`src/rtl/prog_loader.sv`:
```
// Program loader / instruction store: clears memory to FILL_WORD, loads a host word stream, gates CPU start.
// Fetch latency 1 cycle; ins_ready drops when memory is full. Optional running load checksum: PROG_LOADER_CHECKSUM_EN.
module prog_loader #(
    parameter int WIDTH = 32,
    parameter int DEPTH = 128,
    parameter logic [WIDTH-1:0] FILL_WORD = WIDTH'(32'h00000013),
    localparam int AW = $clog2(DEPTH)
) (
    input  logic             clk,
    input  logic             rst,
    input  logic             load,
    input  logic [WIDTH-1:0] ins,
    input  logic             ins_valid,
    output logic             ins_ready,
    input  logic             start,
    input  logic [AW-1:0]    fetch_addr,
    output logic [WIDTH-1:0] fetch_data,
    output logic             cpu_run,
    output logic             busy,
    output logic [AW:0]      word_count,
    output logic             overflow,
    output logic [WIDTH-1:0] checksum
);

    typedef enum logic [2:0] {S_CLEAR, S_IDLE, S_LOAD, S_READY, S_RUN} state_t;

    localparam logic [AW:0] FULL_CNT = (AW+1)'(DEPTH);

    state_t           state, state_nxt;
    logic [AW-1:0]    clr_addr;
    logic [AW:0]      count;
    logic [WIDTH-1:0] mem [DEPTH];
    logic             enter_load;
    logic             full;
    logic             accept;

    assign full       = (count == FULL_CNT);
    assign accept     = ins_valid & ins_ready;
    assign word_count = count;

    always_comb begin
        state_nxt  = state;
        ins_ready  = 1'b0;
        cpu_run    = 1'b0;
        busy       = 1'b0;
        enter_load = 1'b0;
        case (state)
            S_CLEAR: begin
                busy = 1'b1;
                if (clr_addr == AW'(DEPTH-1)) state_nxt = S_IDLE;
            end
            S_IDLE: begin
                if (load) begin
                    state_nxt  = S_LOAD;
                    enter_load = 1'b1;
                end
            end
            S_LOAD: begin
                ins_ready = !full;
                // An empty load only falls back to IDLE if no word lands on the exit edge.
                if (!load) state_nxt = (count == '0 && !ins_valid) ? S_IDLE : S_READY;
            end
            S_READY: begin
                if (load) begin
                    state_nxt  = S_LOAD;
                    enter_load = 1'b1;
                end else if (start) begin
                    state_nxt = S_RUN;
                end
            end
            S_RUN: begin
                cpu_run = 1'b1;
                if (load) begin
                    state_nxt  = S_LOAD;
                    enter_load = 1'b1;
                end
            end
            default: state_nxt = S_CLEAR;
        endcase
    end

    always_ff @(posedge clk) begin
        if (!rst) begin
            state    <= S_CLEAR;
            clr_addr <= '0;
            count    <= '0;
            overflow <= 1'b0;
        end else begin
            state <= state_nxt;
            if (state == S_CLEAR) clr_addr <= clr_addr + 1'b1;
            if (enter_load) begin
                count    <= '0;
                overflow <= 1'b0;
            end else if (accept) begin
                count <= count + 1'b1;
            end else if (state == S_LOAD && ins_valid && full) begin
                overflow <= 1'b1;
            end
        end
    end

    always_ff @(posedge clk) begin
        if (rst) begin
            if (state == S_CLEAR) mem[clr_addr] <= FILL_WORD;
            else if (accept)      mem[count[AW-1:0]] <= ins;
        end
    end

    // Non-blocking read: a same-cycle write to fetch_addr is seen one cycle later.
    always_ff @(posedge clk) begin
        if (!rst) fetch_data <= '0;
        else      fetch_data <= mem[fetch_addr];
    end

`ifdef PROG_LOADER_CHECKSUM_EN
    logic [WIDTH-1:0] sum;

    always_ff @(posedge clk) begin
        if (!rst)            sum <= '0;
        else if (enter_load) sum <= '0;
        else if (accept)     sum <= sum + ins;
    end

    assign checksum = sum;
`else
    assign checksum = '0;
`endif

endmodule

```
`config.mk`:
```
export PLATFORM = sky130hd
export DESIGN_NAME = prog_loader
export DESIGN_NICKNAME = d
export VERILOG_FILES = /design/src/rtl/prog_loader.sv
export SDC_FILE = /design/constraint.sdc
export NUM_CORES = 2
export LEC_CHECK = 0
export BUFFER_PORTS_ARGS = -buffer_cell sky130_fd_sc_hd__clkbuf_2
export CAP_MARGIN = 15
export CORE_AREA = 10 10 579 581
export DETAILED_ROUTE_END_ITERATION = 10
export DIE_AREA = 0 0 589 591
export GPL_ROUTABILITY_DRIVEN = 1
export PLACE_DENSITY = 0.69
export SETUP_SLACK_MARGIN = 0.15
export SYNTH_ARGS = -nofsm -noshare
export SYNTH_HDL_FRONTEND = slang
export SYNTH_SLANG_ARGS = --single-unit
```
`constraint.sdc`:
```
create_clock -name clk -period 10.52 [get_ports clk]
set_input_delay 1.052 -clock clk [delete_from_list [all_inputs] [get_ports clk]]
set_output_delay 1.052 -clock clk [all_outputs]
set_load 0.02 [all_outputs]
```
==> qor.yml <==
run_status:
  status: "finished, final reports clean"
logic_synthesis:
  synth_top_family_by_area: "multiplexers"
  synthSimpleGateAreaFrac: 0.0245
  async_flop_share: 0
  netlist_instances: 7454
  synth_edf_count: 4096
  syn_area_per_cell_um2: 21.2
  syn_area_um2: 158000
  synth_compound_area_frac: 0.0320
  synth-seq-cells: 4147
  synth-seq-area-share: 0.785
  synth_fa_ha_area_frac: 0.000238
  synth_ff_type: "edfxtp_1"
  synth-xor-area-share: 0.000610
  yosysUniqueCellTypes: 58
  muxShareOfSynthArea: 0.144
  ys_warn_count: 0
worst_setup_path:
  end_kind: "register"
  required_ns: 11.30
  critical_path.reg2reg.endpoint: "mem[111][23]"
  start_kind: "input pin"
  cp.arrival_ns: 5.67
  path_buf_inv: 3
  slowest_stage: "nor3_1"
  crit_path_frequent_cell: "buf_4"
  path_max_fanout: 105
  crit_type: "in2reg"
  cp_top_family: "buffers and inverters"
  max_stage_delay_ns: 1.01
  crit_chain: "buf_12 > buf_4 > buf_4 > mux2i_1 > a22oi_1 > nand3_1 > o21ai_0 > nor3_1 > a31oi_1"
  r2r_start: "word_count[1]"
  r2r_slack_ns: 5.75
  r2r_cells: 9
finish:
  n_fill_cell: 23700
  fin_cells: 12500
  mostFrequentLayoutCell: "edfxtp_1"
  fin_util: 0.551
  area_growth_pct: 12.8
  layout-drive-gt1-share: 0.234
  nNetsFinal: 7825
  final_cell_mix: "edfxtp_1 (4096), mux4_2 (735), mux2i_1 (579), a22oi_1 (538), clkbuf_16 (410)"
clock_network:
  numCtsBuffers: 406
  cts.path.max_buffers: 4
  root_buffer: "clkbuf_16"
  ctsResizeCount: 0
  path_clk_slew_ns: 0.06
  cts_tree: "yes"
  cts_sinks: 4147
  post_cts_buffers: 0
  clock_latency_ns: 0.98
  holdBufCountCts: 0
  ctsHtreeMaxLevel: 5
worst_hold_path:
  min_from: "rst"
  whs_path_depth: 2
  min_to: "clr_addr[2]"
  min_path_type: "in2reg"
floorplan:
  fp.dieW_um: 589
  start_util: 0.489
  io_pins: 120
  dieArea_um2: 348000
  die_y_um: 591
  fp-row-count: 209
  core_um2: 323000
timing:
  finalCriticalPeriod_ns: 4.89
  hold_viol: 0
  report.final.slew_viol_count: 0
  worst_pin_slew_ns: 1.42
  max_freq_mhz: 204
  setup_viol: 0
  maxSlewHeadroom: 0.0476
  rsz0062_at_grt: "no"
  skew_ns: 0.0893
  fin_tns_setup_ns: 0
  fin_crit_sh: 0.465
placement:
  dp_hpwl_mm: 241
  port_buffers: 87
  routabilityCongestion: 0.870
  dp.cells: 11700
detailed_routing:
  drtAntennaViolNets: 0
  firstDrtPassIters: 6
  avgViaCountPerCell: 6.48
  drt_iter0_markers: 11700
  drcViolationCount: 0
  routed-via-count: 80700
  wirelength_mm: 436
  wl_per_cell_um: 35.0
power:
  power_density_nw_per_um2: 185
  ir_drop_mv: 0.149
  leakage_uw: 0.0572
grt:
  antenna_found_initial: 29
  grt_usage: 0.245
  grt_max_degree: 117
  grt_first_pass_wirelength_mm: 612
  overflow: 0
  first_global_vias: 79900
flow_run:
  max-cap-violations: 0
-- per-layer routing --
metal / part of all wire / vias up / track usage
met4: 0.057 / 18 / 0.116
li1: - / 31900 / -
met2: 0.47 / 5308 / 0.382
met5: 0.00022 / - / 0
met3: 0.12 / 917 / 0.0636
met1: 0.36 / 42600 / 0.327
-- through the flow --
stage	area [um^2]	hold WS [ns]	power [uW]	setup slack, ns
5_1_grt	178000	0.417	33800	5.47
3_3_place_gp	165000	0.552	19300	4.34
3_5_place_dp	165000	0.597	19300	4.62
4_1_cts	178000	0.374	33100	5.66
6_report	178000	0.431	33000	5.63
2_1_floorplan	158000	0.509	18900	6.22
-- cell type report --
class | instances | area [um^2] | share of cell area
sequential | 4147 | 124000 | 0.696
multi-input combinational | 2860 | 33200 | 0.186
clock buffer | 502 | 10700 | 0.0599
tap | 4325 | 5410 | 0.0304
timing repair buffer | 358 | 2670 | 0.0150
clock inverter | 243 | 2110 | 0.0118
antenna | 26 | 65.1 | 0.000365
inverter | 5 | 18.8 | 0.000105
-- worst max path at each step --
stage | start | to | slack (ns) | depth (start not counted)
5_1_grt | fetch_addr[1] | fetch_data[11] | 5.47 | 9
6_report | fetch_addr[1] | fetch_data[20] | 5.63 | 9
4_1_cts | fetch_addr[1] | fetch_data[11] | 5.66 | 9
3_3_place_gp | fetch_addr[0] | fetch_data[30] | 4.34 | 8
3_5_place_dp | fetch_addr[1] | fetch_data[11] | 4.62 | 9
2_1_floorplan | ins_valid | mem[0][10] | 6.22 | 5
-- worst reg2reg max path: cells and delay by family (launching register included) --
kind / cells / cell delay, ns
buf+inv: 2 / 0.64
fa+ha+maj: 1 / 0.15
simple gates: 4 / 2.33
compound gates: 2 / 0.91
flops: 1 / 0.37
-- state kept, by name (all words and copies together), names as in the netlist --
name,cells
mem,4096
overflow,1
fetch_data,32
state,3
word_count,8
clr_addr,7
-- cell usage after synthesis (all sizes together) (3+ instances only) --
cell | count | area share
edfxtp | 4096 | 0.78
mux4 | 735 | 0.10
mux2i | 579 | 0.037
a22oi | 538 | 0.026
clkbuf | 264 | 0.0063
nand3 | 231 | 0.0073
buf | 209 | 0.0069
nor2 | 155 | 0.0037
nand4 | 101 | 0.0040
nand2 | 95 | 0.0023
a31oi | 68 | 0.0027
dfxtp | 51 | 0.0065
o21ai | 47 | 0.0015
nand2b | 41 | 0.0016
a21oi | 39 | 0.0012
and2 | 38 | 0.0015
nor3 | 37 | 0.0012
mux2 | 32 | 0.0023
nor2b | 12 | 0.00048
or3 | 10 | 0.00046
and3 | 9 | 0.00036
xor2 | 8 | 0.00044
nand3b | 6 | 0.00029
inv | 5 | 0.00012
nor4 | 5 | 0.00029
and3b | 4 | 0.00022
nor3b | 4 | 0.00019
ha | 3 | 0.00024
nor4b | 3 | 0.00017
or2 | 3 | 0.00012
xnor2 | 3 | 0.00017
-- power by group --
part           switching, uW  internal, uW
logic                    678           334
clock network           6140          7860
registers               35.5         17900
-- logic make-up after synthesis --
kind of cell	after synthesis
flops	4147
mux	1346
simple gates	759
compound gates	709
buf+inv	478
xor+xnor	11
fa+ha+maj	3
other cells	1
Power figures use the tool's default switching activity.
